<file path="src/rtl/vga_scan.sv">
// Parametrised VGA scan-out: programmable H/V timing, framebuffer address generation with
// power-of-two pixel replication, 1 bpp or RGB332 pixel data, 3-cycle counter-to-pin latency.
module vga_scan #(
  parameter int unsigned H_ACTIVE    = 640,
  parameter int unsigned H_FP        = 16,
  parameter int unsigned H_SYNC      = 96,
  parameter int unsigned H_BP        = 48,
  parameter int unsigned V_ACTIVE    = 480,
  parameter int unsigned V_FP        = 10,
  parameter int unsigned V_SYNC      = 2,
  parameter int unsigned V_BP        = 33,
  parameter bit          HS_POL      = 1'b0,
  parameter bit          VS_POL      = 1'b0,
  parameter int unsigned SCALE_SHIFT = 1,
  parameter int unsigned XW          = 9,
  parameter int unsigned YW          = 8,
  parameter int unsigned BPP         = 1
) (
  input  logic           clk,
  input  logic           rst,
  output logic [XW-1:0]  x_a,
  output logic [YW-1:0]  y_a,
  input  logic [BPP-1:0] in_a,
  input  logic [7:0]     fg,
  input  logic [7:0]     bg,
  output logic           HS,
  output logic           VS,
  output logic [2:0]     R,
  output logic [2:0]     G,
  output logic [1:0]     B,
  output logic           frame_start,
  output logic           vblank
);

  localparam int unsigned H_TOTAL = H_ACTIVE + H_FP + H_SYNC + H_BP;
  localparam int unsigned V_TOTAL = V_ACTIVE + V_FP + V_SYNC + V_BP;
  localparam int unsigned HCW     = $clog2(H_TOTAL);
  localparam int unsigned VCW     = $clog2(V_TOTAL);

  if (BPP != 1 && BPP != 8) begin : g_bad_bpp
    $error("vga_scan: BPP must be 1 or 8");
  end

  logic [HCW-1:0] hcnt_q, hcnt_d, hsh;
  logic [VCW-1:0] vcnt_q, vcnt_d, vsh;
  logic           active0, hs0, vs0;
  logic           active_q1, hs_q1, vs_q1;
  logic           active_q2, hs_q2, vs_q2;
  logic [7:0]     colour;

  always_comb begin
    hcnt_d = hcnt_q + HCW'(1);
    vcnt_d = vcnt_q;
    if (hcnt_q == HCW'(H_TOTAL - 1)) begin
      hcnt_d = '0;
      vcnt_d = (vcnt_q == VCW'(V_TOTAL - 1)) ? '0 : vcnt_q + VCW'(1);
    end
  end

  always_comb begin
    active0 = (32'(hcnt_q) < H_ACTIVE) && (32'(vcnt_q) < V_ACTIVE);
    hs0     = (32'(hcnt_q) >= H_ACTIVE + H_FP) && (32'(hcnt_q) < H_ACTIVE + H_FP + H_SYNC);
    vs0     = (32'(vcnt_q) >= V_ACTIVE + V_FP) && (32'(vcnt_q) < V_ACTIVE + V_FP + V_SYNC);
    hsh     = hcnt_q >> SCALE_SHIFT;
    vsh     = vcnt_q >> SCALE_SHIFT;
  end

  // in_a is the RAM's registered read of the stage-1 address, so it lines up with stage 2.
  if (BPP == 1) begin : g_mono
    assign colour = in_a[0] ? fg : bg;
  end else begin : g_rgb
    logic unused_fg_bg;
    assign unused_fg_bg = ^{fg, bg};
    assign colour       = in_a[7:0];
  end

  always_ff @(posedge clk) begin
    if (rst) begin
      hcnt_q      <= '0;
      vcnt_q      <= '0;
      x_a         <= '0;
      y_a         <= '0;
      frame_start <= 1'b0;
      vblank      <= 1'b0;
      active_q1   <= 1'b0;
      hs_q1       <= 1'b0;
      vs_q1       <= 1'b0;
      active_q2   <= 1'b0;
      hs_q2       <= 1'b0;
      vs_q2       <= 1'b0;
      HS          <= ~HS_POL;
      VS          <= ~VS_POL;
      {R, G, B}   <= 8'h00;
    end else begin
      hcnt_q      <= hcnt_d;
      vcnt_q      <= vcnt_d;
      x_a         <= active0 ? XW'(hsh) : '0;
      y_a         <= active0 ? YW'(vsh) : '0;
      frame_start <= (hcnt_q == '0) && (vcnt_q == '0);
      vblank      <= 32'(vcnt_q) >= V_ACTIVE;
      active_q1   <= active0;
      hs_q1       <= hs0;
      vs_q1       <= vs0;
      active_q2   <= active_q1;
      hs_q2       <= hs_q1;
      vs_q2       <= vs_q1;
      HS          <= hs_q2 ? HS_POL : ~HS_POL;
      VS          <= vs_q2 ? VS_POL : ~VS_POL;
      {R, G, B}   <= active_q2 ? colour : 8'h00;
    end
  end

endmodule
</file>
<file path="config.mk">
export PLATFORM = sky130hd
export DESIGN_NAME = vga_scan
export DESIGN_NICKNAME = d
export VERILOG_FILES = /design/src/rtl/vga_scan.sv
export SDC_FILE = /design/constraint.sdc
export NUM_CORES = 1
export LEC_CHECK = 0
export BUFFER_PORTS_ARGS = -buffer_cell sky130_fd_sc_hd__buf_2
export CAP_MARGIN = 20
export CORE_ASPECT_RATIO = 0.5
export CORE_MARGIN = 4
export CORE_UTILIZATION = 42
export CTS_CLUSTER_SIZE = 30
export DETAILED_ROUTE_END_ITERATION = 10
export GPL_ROUTABILITY_DRIVEN = 0
export PLACE_DENSITY = 0.77
export SYNTH_ARGS = -nofsm -noshare
export SYNTH_HDL_FRONTEND = slang
export SYNTH_SLANG_ARGS = --single-unit
</file>
<file path="constraint.sdc">
create_clock -name clk -period 2.2 [get_ports clk]
set_input_delay 0.11 -clock clk [delete_from_list [all_inputs] [get_ports clk]]
set_output_delay 0.11 -clock clk [all_outputs]
set_load 0.02 [all_outputs]
</file>
==> impl_metrics.env <==
export IMPL_cts_setup_buffers=0
export IMPL_ys_ff_latch=55
export IMPL_cts_buffers=5
export IMPL_dp_hpwl_um=2890
export IMPL_ys_seq_area_share_pct=52.4
export IMPL_cp_max_fo=7
export IMPL_status="finished, final reports clean"
export IMPL_clock_sink_count=55
export IMPL_globalRouteOverflowTotal=0
export IMPL_ys_flop_type="dfxtp_1"
export IMPL_multi_input_area_um2=911
export IMPL_via_count=1591
export IMPL_ios=48
export IMPL_ctsHoldBuffers=0
export IMPL_ir_drop_mv=0.249
export IMPL_synthArstFlopShare_pct=0
export IMPL_cts_root_buf="clkbuf_8"
export IMPL_clock_fmax_ghz=0.492
export IMPL_final_fill_count=407
export IMPL_period_share_pct=92.4
export IMPL_hold_viol_final=0
export IMPL_wirelength_um=4030
export IMPL_syn_num_nets=236
export IMPL_synth_edf_count=0
export IMPL_grt_total_usage_pct=12.9
export IMPL_drv_cap=0
export IMPL_worst_endpoint_required_ns=2.44
export IMPL_rsz0062_at_grt="false"
export IMPL_synthAdderAreaFrac_pct=2.98
export IMPL_syn_area_um2=2100
export IMPL_coreArea_um2=4620
export IMPL_path_class="reg -> reg"
export IMPL_synth_compound_area_share_pct=2.98
export IMPL_yosysTopAreaCell="dfxtp_1"
export IMPL_syn_inst=212
export IMPL_finClkSkew_ns=0.00865
export IMPL_clkTransAtPathRegs_ns=0.09
export IMPL_first_global_vias=1461
export IMPL_ys_types=39
export IMPL_fin_crit_ns=2.03
export IMPL_drtAntennaViolNets=0
export IMPL_critPathCaptureType="flip-flop"
export IMPL_ctsResizeCount=0
export IMPL_slew_headroom_pct=60.1
export IMPL_arrival_ns=2.27
export IMPL_final_max_slew_viol_count=0
export IMPL_reg2regPathDepth=5
export IMPL_synthXorXnorAreaFrac_pct=5.42
export IMPL_synth_top_area_share_pct=52.4
export IMPL_hold_path_depth=3
export IMPL_drive_above_1_share_pct=26.4
export IMPL_synth_area_mux_share_pct=4.29
export IMPL_tns_ns=0
export IMPL_drc=0
export IMPL_syn_to_final_growth_pct=17.7
export IMPL_clk_path_buf_depth=2
export IMPL_htreeDepth=2
export IMPL_avgViaCountPerCell=4.91
export IMPL_grt_max_degree=25
export IMPL_ys_warn_count=0
export IMPL_clk_latency_ns=0.30
export IMPL_wl_per_cell_um=12.4
export IMPL_setup_viol=0
export IMPL_drtPass1Iterations=4
export IMPL_portBuffers=47
export IMPL_worstMarginPinSlew_ns=0.593
export IMPL_nNetsFinal=281
export IMPL_crit_path_start_kind="flip-flop"
export IMPL_regArea_um2=1100
export IMPL_hold_path_class="in -> reg"
export IMPL_dpl_cell_area_um2=2390
export IMPL_n_antenna_cell=0
export IMPL_synth_area_leaders="dfxtp_1, and2_1, mux2i_1, xnor2_1, nor2_1"
export IMPL_die_x_um=108
export IMPL_antenna_found_initial=0
export IMPL_dieArea_um2=6270
export IMPL_initialDrtViolationCount=71
export IMPL_start_util_pct=45.5
export IMPL_leakage_uw=0.00104
export IMPL_grt_pass1_wl_um=6470
export IMPL_synth_top_family_by_area="simple AND/OR/NAND/NOR gates"
export IMPL_die_h_um=58.0
export IMPL_post_synth_cell_area_avg_um2=9.91
export IMPL_num_rows=17
export IMPL_final_area_um2=2470
export IMPL_power_density_nw_per_um2=659
export IMPL_tritoncts="done"
export IMPL_yosys_area_share_simple_pct=27.4
## state kept, by name, summed over array words and instances (netlist names), 2 cells and up
register	cells
B	2
vcnt_q	10
y_a	8
x_a	9
R	3
hcnt_q	10
G	3
## layout by cell type (no fill, tap or decap), types with 2 or more instances in the layout
cell type,n
dfxtp_1,55
buf_2,47
nor2_1,23
and2_1,16
nor3_1,11
xnor2_1,10
nand3_1,10
mux2i_1,9
nand4_1,7
inv_1,6
nand2_1,5
nor2b_1,5
nor4_1,5
ha_1,5
clkbuf_8,5
buf_4,5
nand2b_1,3
xor2_1,3
a21oi_1,3
clkinv_2,3
and4_1,2
o31ai_1,2
or4_1,2
## path summary, 6_finish.rpt
path                            slack, ns                  from                     end
worst max-delay path                 0.17  hcnt_q[0]$_SDFF_PP0_  vcnt_q[6]$_SDFFE_PP0N_
worst min-delay path                 0.04                 bg[0]         B[0]$_SDFF_PP0_
worst max register to register       0.17  hcnt_q[0]$_SDFF_PP0_  vcnt_q[6]$_SDFFE_PP0N_
worst min register to register       0.38      vs_q2$_SDFF_PP0_           VS$_SDFF_PP1_
## per-layer routing
layer	share of wire, %	global-route usage (%)	wire length [um]
met1	45	14.9	1810
met2	44	22.3	1790
met3	9.3	3.67	375
met4	1.4	5.76	58
met5	0	0	0
## area by class of cell
type	instances	area share (%)
inverter	6	0.910
tap	66	3.34
clock inverter	3	0.607
timing repair buffer	52	11.0
sequential	55	44.5
multi-input combinational	137	36.8
clock buffer	5	2.78
## synthesized netlist by cell type (2+ instances only)
master    count
nor4b_1       2
nand2_1       5
nand4_1       7
or4_1         2
buf_6         2
and4_1        2
nor4_1        5
nor2_1       23
mux2i_1       9
ha_1          5
nand3_1      10
inv_1         6
xor2_1        3
and2_1       16
nor2b_1       5
o31ai_1       2
a21oi_1       3
clkbuf_1      9
nand2b_1      3
xnor2_1      10
dfxtp_1      55
nor3_1       11
## stage by stage
stage               instances  utilization (%)  setup WS [ns]  total power [uW]  hold slack [ns]
floorplan                 212                -          0.152              1090            0.189
global placement          316             51.8          0.264              1130            0.347
detailed placement        316             51.8          0.202              1130            0.350
CTS                       324             53.6          0.173              1650           0.0322
global route              324             53.6         0.0159              1690           0.0329
finish                    324             53.6          0.168              1630           0.0436
## power breakdown
| part | total (uW) | internal (uW) | switching [uW] |
|---|---|---|---|
| sequential | 1020 | 1010 | 8.34 |
| combinational | 87.4 | 39.4 | 48.0 |
| clock | 526 | 219 | 307 |
## logic make-up after synthesis
group                      after synthesis
AOI/OAI and AO/OA                        9
xor gates and xnor gates                13
adders and majority gates                5
buffers and inverters                   20
DFF                                     55
muxes                                    9
and+or+nand+nor                        101
## worst max-delay path, stage by stage (launching register included)
cell	delay (ns)
dfxtp_1	0.41
ha_1	0.24
nand4_1	0.12
or3_1	0.50
or4_4	0.55
a21oi_2	0.14
No activity file was read; power rests on OpenSTA's default activity.
